`src/rtl/glip_dii_pkg.sv`:
```
// Shared types and constants for the GLIP debug-interconnect ingress block.
package glip_dii_pkg;

    // Width of the forwarded/discarded packet statistics counters.
    localparam int CNT_W = 16;

    // Packet framing states: waiting for a length word, forwarding payload,
    // or swallowing the payload of a rejected packet.
    typedef enum logic [1:0] {
        HDR  = 2'd0,
        FWD  = 2'd1,
        DROP = 2'd2
    } state_t;

endpackage

```
`src/rtl/glip_skid_buffer.sv`:
```
// Two-entry output skid buffer holding {last, data}. Ready and valid come
// straight from flops so nothing combinational crosses from the downstream
// ready back to the upstream side.
module glip_skid_buffer #(
    parameter int WIDTH = 16
) (
    input  logic             clk,
    input  logic             rst,
    input  logic [WIDTH-1:0] in_data,
    input  logic             in_last,
    input  logic             in_valid,
    output logic             in_ready,
    output logic [WIDTH-1:0] out_data,
    output logic             out_last,
    output logic             out_valid,
    input  logic             out_ready
);

    logic [WIDTH-1:0] mem_data [2];
    logic             mem_last [2];
    logic             wr_ptr;
    logic             rd_ptr;
    logic [1:0]       count;
    logic [1:0]       count_next;
    logic             ready_q;
    logic             valid_q;
    logic             push;
    logic             pop;

    assign push      = in_valid && ready_q;
    assign pop       = valid_q && out_ready;
    assign in_ready  = ready_q;
    assign out_valid = valid_q;
    assign out_data  = mem_data[rd_ptr];
    assign out_last  = mem_last[rd_ptr];

    // Occupancy after this cycle's push/pop.
    always_comb begin
        count_next = count;
        if (push && !pop) begin
            count_next = count + 2'd1;
        end else if (pop && !push) begin
            count_next = count - 2'd1;
        end
    end

    // Storage, pointers and the registered ready/valid flags.
    always_ff @(posedge clk or negedge rst) begin
        if (!rst) begin
            mem_data[0] <= '0;
            mem_data[1] <= '0;
            mem_last[0] <= 1'b0;
            mem_last[1] <= 1'b0;
            wr_ptr      <= 1'b0;
            rd_ptr      <= 1'b0;
            count       <= 2'd0;
            ready_q     <= 1'b1;
            valid_q     <= 1'b0;
        end else begin
            if (push) begin
                mem_data[wr_ptr] <= in_data;
                mem_last[wr_ptr] <= in_last;
                wr_ptr           <= ~wr_ptr;
            end
            if (pop) begin
                rd_ptr <= ~rd_ptr;
            end
            count   <= count_next;
            ready_q <= (count_next != 2'd2);
            valid_q <= (count_next != 2'd0);
        end
    end

endmodule

```
`src/rtl/glip_dii_ingress.sv`:
```
// Rebuilds length-prefixed debug packets from the GLIP host-to-device word
// stream. Zero-length and oversize packets are consumed and discarded.
// Handshakes: a word moves on any cycle where valid and ready are both high,
// on the input side and on the output side alike.
module glip_dii_ingress
    import glip_dii_pkg::*;
#(
    parameter int WIDTH   = 16,
    parameter int MAX_LEN = 32
) (
    input  logic             clk,
    input  logic             rst,
    input  logic [WIDTH-1:0] in_data,
    input  logic             in_valid,
    output logic             in_ready,
    output logic [WIDTH-1:0] out_data,
    output logic             out_last,
    output logic             out_valid,
    input  logic             out_ready,
    output logic             drop_pulse,
    output logic [CNT_W-1:0] pkt_count,
    output logic [CNT_W-1:0] drop_count
);

    localparam logic [WIDTH-1:0] MAX_LEN_W = WIDTH'(MAX_LEN);
    localparam logic [WIDTH-1:0] ONE_W     = WIDTH'(1);

    state_t           state;
    state_t           state_next;
    logic [WIDTH-1:0] remaining;
    logic [WIDTH-1:0] remaining_next;
    logic             ready_en;
    logic             accept;
    logic             push;
    logic             push_last;
    logic             pkt_inc;
    logic             drop_evt;
    logic             skid_ready;

    // in_ready depends only on flops: stays low in reset, rises one edge later.
    assign in_ready = ready_en && ((state != FWD) || skid_ready);
    assign accept   = in_valid && in_ready;

    // Holds input ready low until the first clock after reset release.
    always_ff @(posedge clk or negedge rst) begin
        if (!rst) begin
            ready_en <= 1'b0;
        end else begin
            ready_en <= 1'b1;
        end
    end

    // Framing FSM state and payload countdown registers.
    always_ff @(posedge clk or negedge rst) begin
        if (!rst) begin
            state     <= HDR;
            remaining <= '0;
        end else begin
            state     <= state_next;
            remaining <= remaining_next;
        end
    end

    // Next-state logic: decode the length word, then forward or swallow.
    always_comb begin
        state_next     = state;
        remaining_next = remaining;
        push           = 1'b0;
        push_last      = 1'b0;
        pkt_inc        = 1'b0;
        drop_evt       = 1'b0;
        case (state)
            HDR: begin
                if (accept) begin
                    if (in_data == '0) begin
                        drop_evt = 1'b1;
                    end else if (in_data > MAX_LEN_W) begin
                        remaining_next = in_data;
                        drop_evt       = 1'b1;
                        state_next     = DROP;
                    end else begin
                        remaining_next = in_data;
                        state_next     = FWD;
                    end
                end
            end
            FWD: begin
                push      = accept;
                push_last = (remaining == ONE_W);
                if (accept) begin
                    remaining_next = remaining - ONE_W;
                    if (remaining == ONE_W) begin
                        pkt_inc    = 1'b1;
                        state_next = HDR;
                    end
                end
            end
            DROP: begin
                if (accept) begin
                    remaining_next = remaining - ONE_W;
                    if (remaining == ONE_W) begin
                        state_next = HDR;
                    end
                end
            end
            default: begin
                state_next = HDR;
            end
        endcase
    end

    // Statistics: forwarded count wraps, dropped count saturates.
    always_ff @(posedge clk or negedge rst) begin
        if (!rst) begin
            pkt_count  <= '0;
            drop_count <= '0;
            drop_pulse <= 1'b0;
        end else begin
            drop_pulse <= drop_evt;
            if (pkt_inc) begin
                pkt_count <= pkt_count + CNT_W'(1);
            end
            if (drop_evt && (drop_count != '1)) begin
                drop_count <= drop_count + CNT_W'(1);
            end
        end
    end

    glip_skid_buffer #(
        .WIDTH(WIDTH)
    ) u_skid (
        .clk      (clk),
        .rst      (rst),
        .in_data  (in_data),
        .in_last  (push_last),
        .in_valid (push),
        .in_ready (skid_ready),
        .out_data (out_data),
        .out_last (out_last),
        .out_valid(out_valid),
        .out_ready(out_ready)
    );

endmodule

```
`config.mk`:
```
export PLATFORM = sky130hd
export DESIGN_NAME = glip_dii_ingress
export DESIGN_NICKNAME = d
export VERILOG_FILES = /design/src/rtl/glip_dii_pkg.sv /design/src/rtl/glip_skid_buffer.sv /design/src/rtl/glip_dii_ingress.sv
export SDC_FILE = /design/constraint.sdc
export NUM_CORES = 1
export LEC_CHECK = 0
export ABC_AREA = 0
export BUFFER_PORTS_ARGS = -buffer_cell sky130_fd_sc_hd__buf_2
export CORE_MARGIN = 2
export CORE_UTILIZATION = 40
export DETAILED_ROUTE_END_ITERATION = 8
export GPL_TIMING_DRIVEN = 1
export PLACE_DENSITY_LB_ADDON = 0.1
export SLEW_MARGIN = 10
export SYNTH_ARGS = -nofsm -noshare
export SYNTH_HDL_FRONTEND = slang
export SYNTH_HIERARCHICAL = 1
export SYNTH_SLANG_ARGS = --single-unit
```
`constraint.sdc`:
```
create_clock -name clk -period 2.6 [get_ports clk]
set_input_delay 0.13 -clock clk [delete_from_list [all_inputs] [get_ports clk]]
set_output_delay 0.13 -clock clk [all_outputs]
set_load 0.005 [all_outputs]
```
==> summary.md <==
| Metric | Value |
|---|---|
| Number of antenna violations at the first check in global routing | 0 |
| Count of flip-flops with a built-in enable after synthesis | 0 |
| Crit-path slowest cell | or3b_2 |
| Worst-skew pair later-pin latency | between 300 and 400 ps |
| WS Path Type | register to register |
| DRC violation count after routing | 0 |
| X dimension of the die | between 100 and 150 um |
| Reg-to-reg setup timing slack | between 300 and 400 ps |
| Number of buffers added by the clock tree synthesis step | 9 |
| Global-route met3 utilization | 3.97% |
| Row count | 39 |
| Post-layout util | 48.3% |
| Data required time of the critical path | roughly 2800 ps |
| Cell count after synthesis | about 410 |
| Actual transition at the worst max-transition pin | 566 ps |
| Synth cell count leaders | dfrtp_1, mux2_2, nand2_1, a21oi_1, xnor2_1 |
| Clock tree root buffer cell | clkbuf_16 |
| Ratio of routed vias to standard cells | around 5.2 |
| Register clock-pin slew on the reported worst setup and hold paths | about 70 ps |
| Post-Syn Area per Cell | roughly 11 sq um |
| Final slew viol count | 0 |
| Hold wc startpoint | in_data[14] |
| Growth of design area from synthesis to finish | 18.7% |
| Max Clk Rate | 446 MHz |
| Clock tree from TritonCTS | done |
| Global-route wire length before repair | ~17 mm |
| Synthesized Nets | about 440 |
| Sum of buffers and inverters on the critical path | 1 |
| R2R Path End | state[1]$_DFFE_PN0P_ |
| Global-route met2 utilization | a little over a quarter |
| Synth top area cells | dfrtp_1, mux2_2, xnor2_1 |
| Startpoint type of the worst setup path | register |
| Setup repair after global routing missed its margin | no |
| Kind of capture point of the worst setup path | register |
| Cell type with the largest total area after synthesis | dfrtp_1 |
| Leakage power | approximately 0.0027 uW |
| Number of gates given a new drive strength after cts | 0 |
| Clock sink total | 92 |
| Cells on worst reg2reg path | 7 |
| Maximum number of pins on one net before global-route repair | 51 |
| Ordered cell list for the critical path | inv_1, ha_1, or3b_2, nor2_1, nand2b_1, a211oi_1, mux2_2 |
| Top FF cell, synth | dfrtp_1 |
| Longest individual stage delay on the worst path | approximately 460 ps |
| Hold Path Depth | 2 |
| Area of the core | about 11000 sq um |
| Final #Nets | 514 |
| Violation count after the first detailed-routing iteration | about 120 |
| Relative max-transition margin | between 60 and 70% |
| Reg2reg start | remaining[1]$_DFFE_PN0P_ |
| Die Y | ~110 um |
| IO buf count | a little over 70 |
| Most frequent cell after synthesis | dfrtp_1 |
| Share of cells above drive strength 1 | 33.1% |
| Status | completed |
| Routed via count | between 3k and 4k |
| Maximum root-to-sink buffer count | 2 |
| Syn. warnings | 6 |
| Hold Fails Final Rpt | 0 |
| Pwr per Cell Area | a little under 800 nW/um^2 |
| Period utilisation layout | 86.3% |
| Worst Hold Path EP | u_skid/mem_data[30]$_DFFE_PN0P_ |
| GR met1 Demand/Resource | between 20% and 30% |
| Post-synth cell types | 56 |
| HPWL Detailed | 6.92 mm |
| Number of flip-flops and latches in the synthesized netlist | between 90 and 100 |
| Detail-routed net length per standard cell | 15.5 um |
| WHS | 68.1 ps |
| Data arrival time of the worst path | 2470 ps |
| Number of endpoints failing setup at the final stage | 0 |
| Hold Path Class | primary input to register |
| Overall routed net length | 9.86 mm |
| Biggest fanout along the worst timing path | 4 |
| Fraction of post-synthesis cell area in the top cell type by area | approximately half |
| Routability cong. | 0.789 |
| Number of levels in the clock H-tree | 3 |
| Ports | between 70 and 80 |
| Vias in the first global route | around 3.3k |
| Cell area after technology mapping | between 4000 and 5000 sq um |
| Remaining global-route overflow | 0 |
| Max VDD drop | about 0.37 mV |
| Fraction of the yosys area taken by sequential cells | between 40% and 50% |
| Share of async-settable or async-resettable flops after synthesis | 100% |
| Worst Clk Skew | approximately 7.6 ps |
| Iteration count of the initial detailed-routing pass | 4 |
| Minimum clock period | roughly 2200 ps |
| Full die area | between 10000 and 15000 sq um |
| CP top delay family | simple AND/OR/NAND/NOR gates |
| Effective utilization at floorplan | 40.7% |
| Post-Route Setup TNS | 0 ps |
| Max-cap check violation count | 0 |
| Busiest layer in global routing | met2 |
| Post-detailed-route count of antenna-violating nets | 0 |
| Total GRT Usage | between 10% and 20% |
| Diodes inserted | 0 |
## registers in the layout, indices dropped and copies added, names as in the netlist
name	count
drop_pulse	1
u_skid/mem_data	32
u_skid/rd_ptr	1
ready_en	1
u_skid/count	2
remaining	16
u_skid/wr_ptr	1
u_skid/in_ready	1
state	2
u_skid/mem_last	2
u_skid/out_valid	1
pkt_count	16
drop_count	16
## how the worst max path moves through the flow
stage | slack [ps] | cells after the start | from | endpoint
floorplan | 540 | 7 | remaining[1]$_DFFE_PN0P_ | state[1]$_DFFE_PN0P_
global placement | 360 | 6 | in_data[1] | drop_count[5]$_DFFE_PN0P_
detailed placement | 340 | 6 | in_data[1] | drop_count[5]$_DFFE_PN0P_
CTS | 340 | 7 | remaining[1]$_DFFE_PN0P_ | state[1]$_DFFE_PN0P_
global route | 230 | 7 | remaining[1]$_DFFE_PN0P_ | pkt_count[6]$_DFFE_PN0P_
finish | 360 | 7 | remaining[1]$_DFFE_PN0P_ | state[1]$_DFFE_PN0P_
## layer usage
metal / vias to the layer above / share of wire, %
li1: 1658 / -
met1: 1607 / 47
met2: 56 / 48
met3: 10 / 3.8
met4: 0 / 1.5
met5: - / 0
## area by class of cell
type | instances | area [sq um]
fill | 1085 | 5870
sequential | 92 | 2300
multi-input combinational | 295 | 2210
timing repair buffer | 82 | 455
clock buffer | 11 | 243
tap | 143 | 179
clock inverter | 5 | 75.1
inverter | 8 | 30.0
## cells in the final DEF, fill, tap and decap left out, types with 7 or more instances in the layout
cell type | netlist | layout
nand4_1 | 9 | 9
nor2_1 | 11 | 11
mux2_2 | 46 | 46
buf_4 | 0 | 10
xnor2_1 | 22 | 22
dfrtp_1 | 91 | 91
nor3_1 | 8 | 8
buf_2 | 3 | 70
nand3_1 | 18 | 18
and3_1 | 12 | 12
xor2_1 | 10 | 10
inv_1 | 7 | 7
a21oi_1 | 23 | 23
mux2_4 | 9 | 9
o21ai_0 | 13 | 13
nand2_1 | 34 | 34
clkbuf_16 | 0 | 9
## kinds of logic (layout without fill, tap and decap cells)
group / count (synthesis) / after routing / share of synthesized area [%]
fa+ha+maj: 6 / 6 / 1.62
xor+xnor: 32 / 32 / 6.05
simple gates: 135 / 135 / 16.5
flops: 92 / 92 / 49.7
buf+inv: 24 / 106 / 2.54
other cells: 1 / 1 / 0.0810
compound gates: 63 / 63 / 8.73
mux: 58 / 58 / 14.8
## power by group
| part | switching [uW] | internal (uW) | leakage (uW) | total (uW) |
|---|---|---|---|---|
| clock network | 544 | 864 | 0.000159 | 1410 |
| logic | 588 | 460 | 0.00135 | 1050 |
| registers | 228 | 1640 | 0.00122 | 1870 |
| total | 1360 | 2960 | 0.00273 | 4320 |
## worst reg2reg max path: stages, from the launching register on
cell and delay, ps:
dfrtp_1 390, inv_1 100, ha_1 150, or3b_2 460
nor2_1 200, nand2b_1 80, a211oi_1 370, mux2_2 380
## what timing repair did
item                      CTS  global route
hold endpoints to repair   41             0
buffers inserted            0             0
hold buffers                1             0
## per-stage QoR
stage | power [uW] | instance area (sq um) | setup WS, ps | std cells
after floorplan | 2610 | 4630 | 542 | 411
final | 4320 | 5500 | 357 | 636
after CTS | 4360 | 5500 | 344 | 636
after detailed placement | 2940 | 5170 | 336 | 619
after global placement | 2930 | 5170 | 360 | 619
after global routing | 4590 | 5500 | 234 | 636
(Power assumes the default switching activity.)
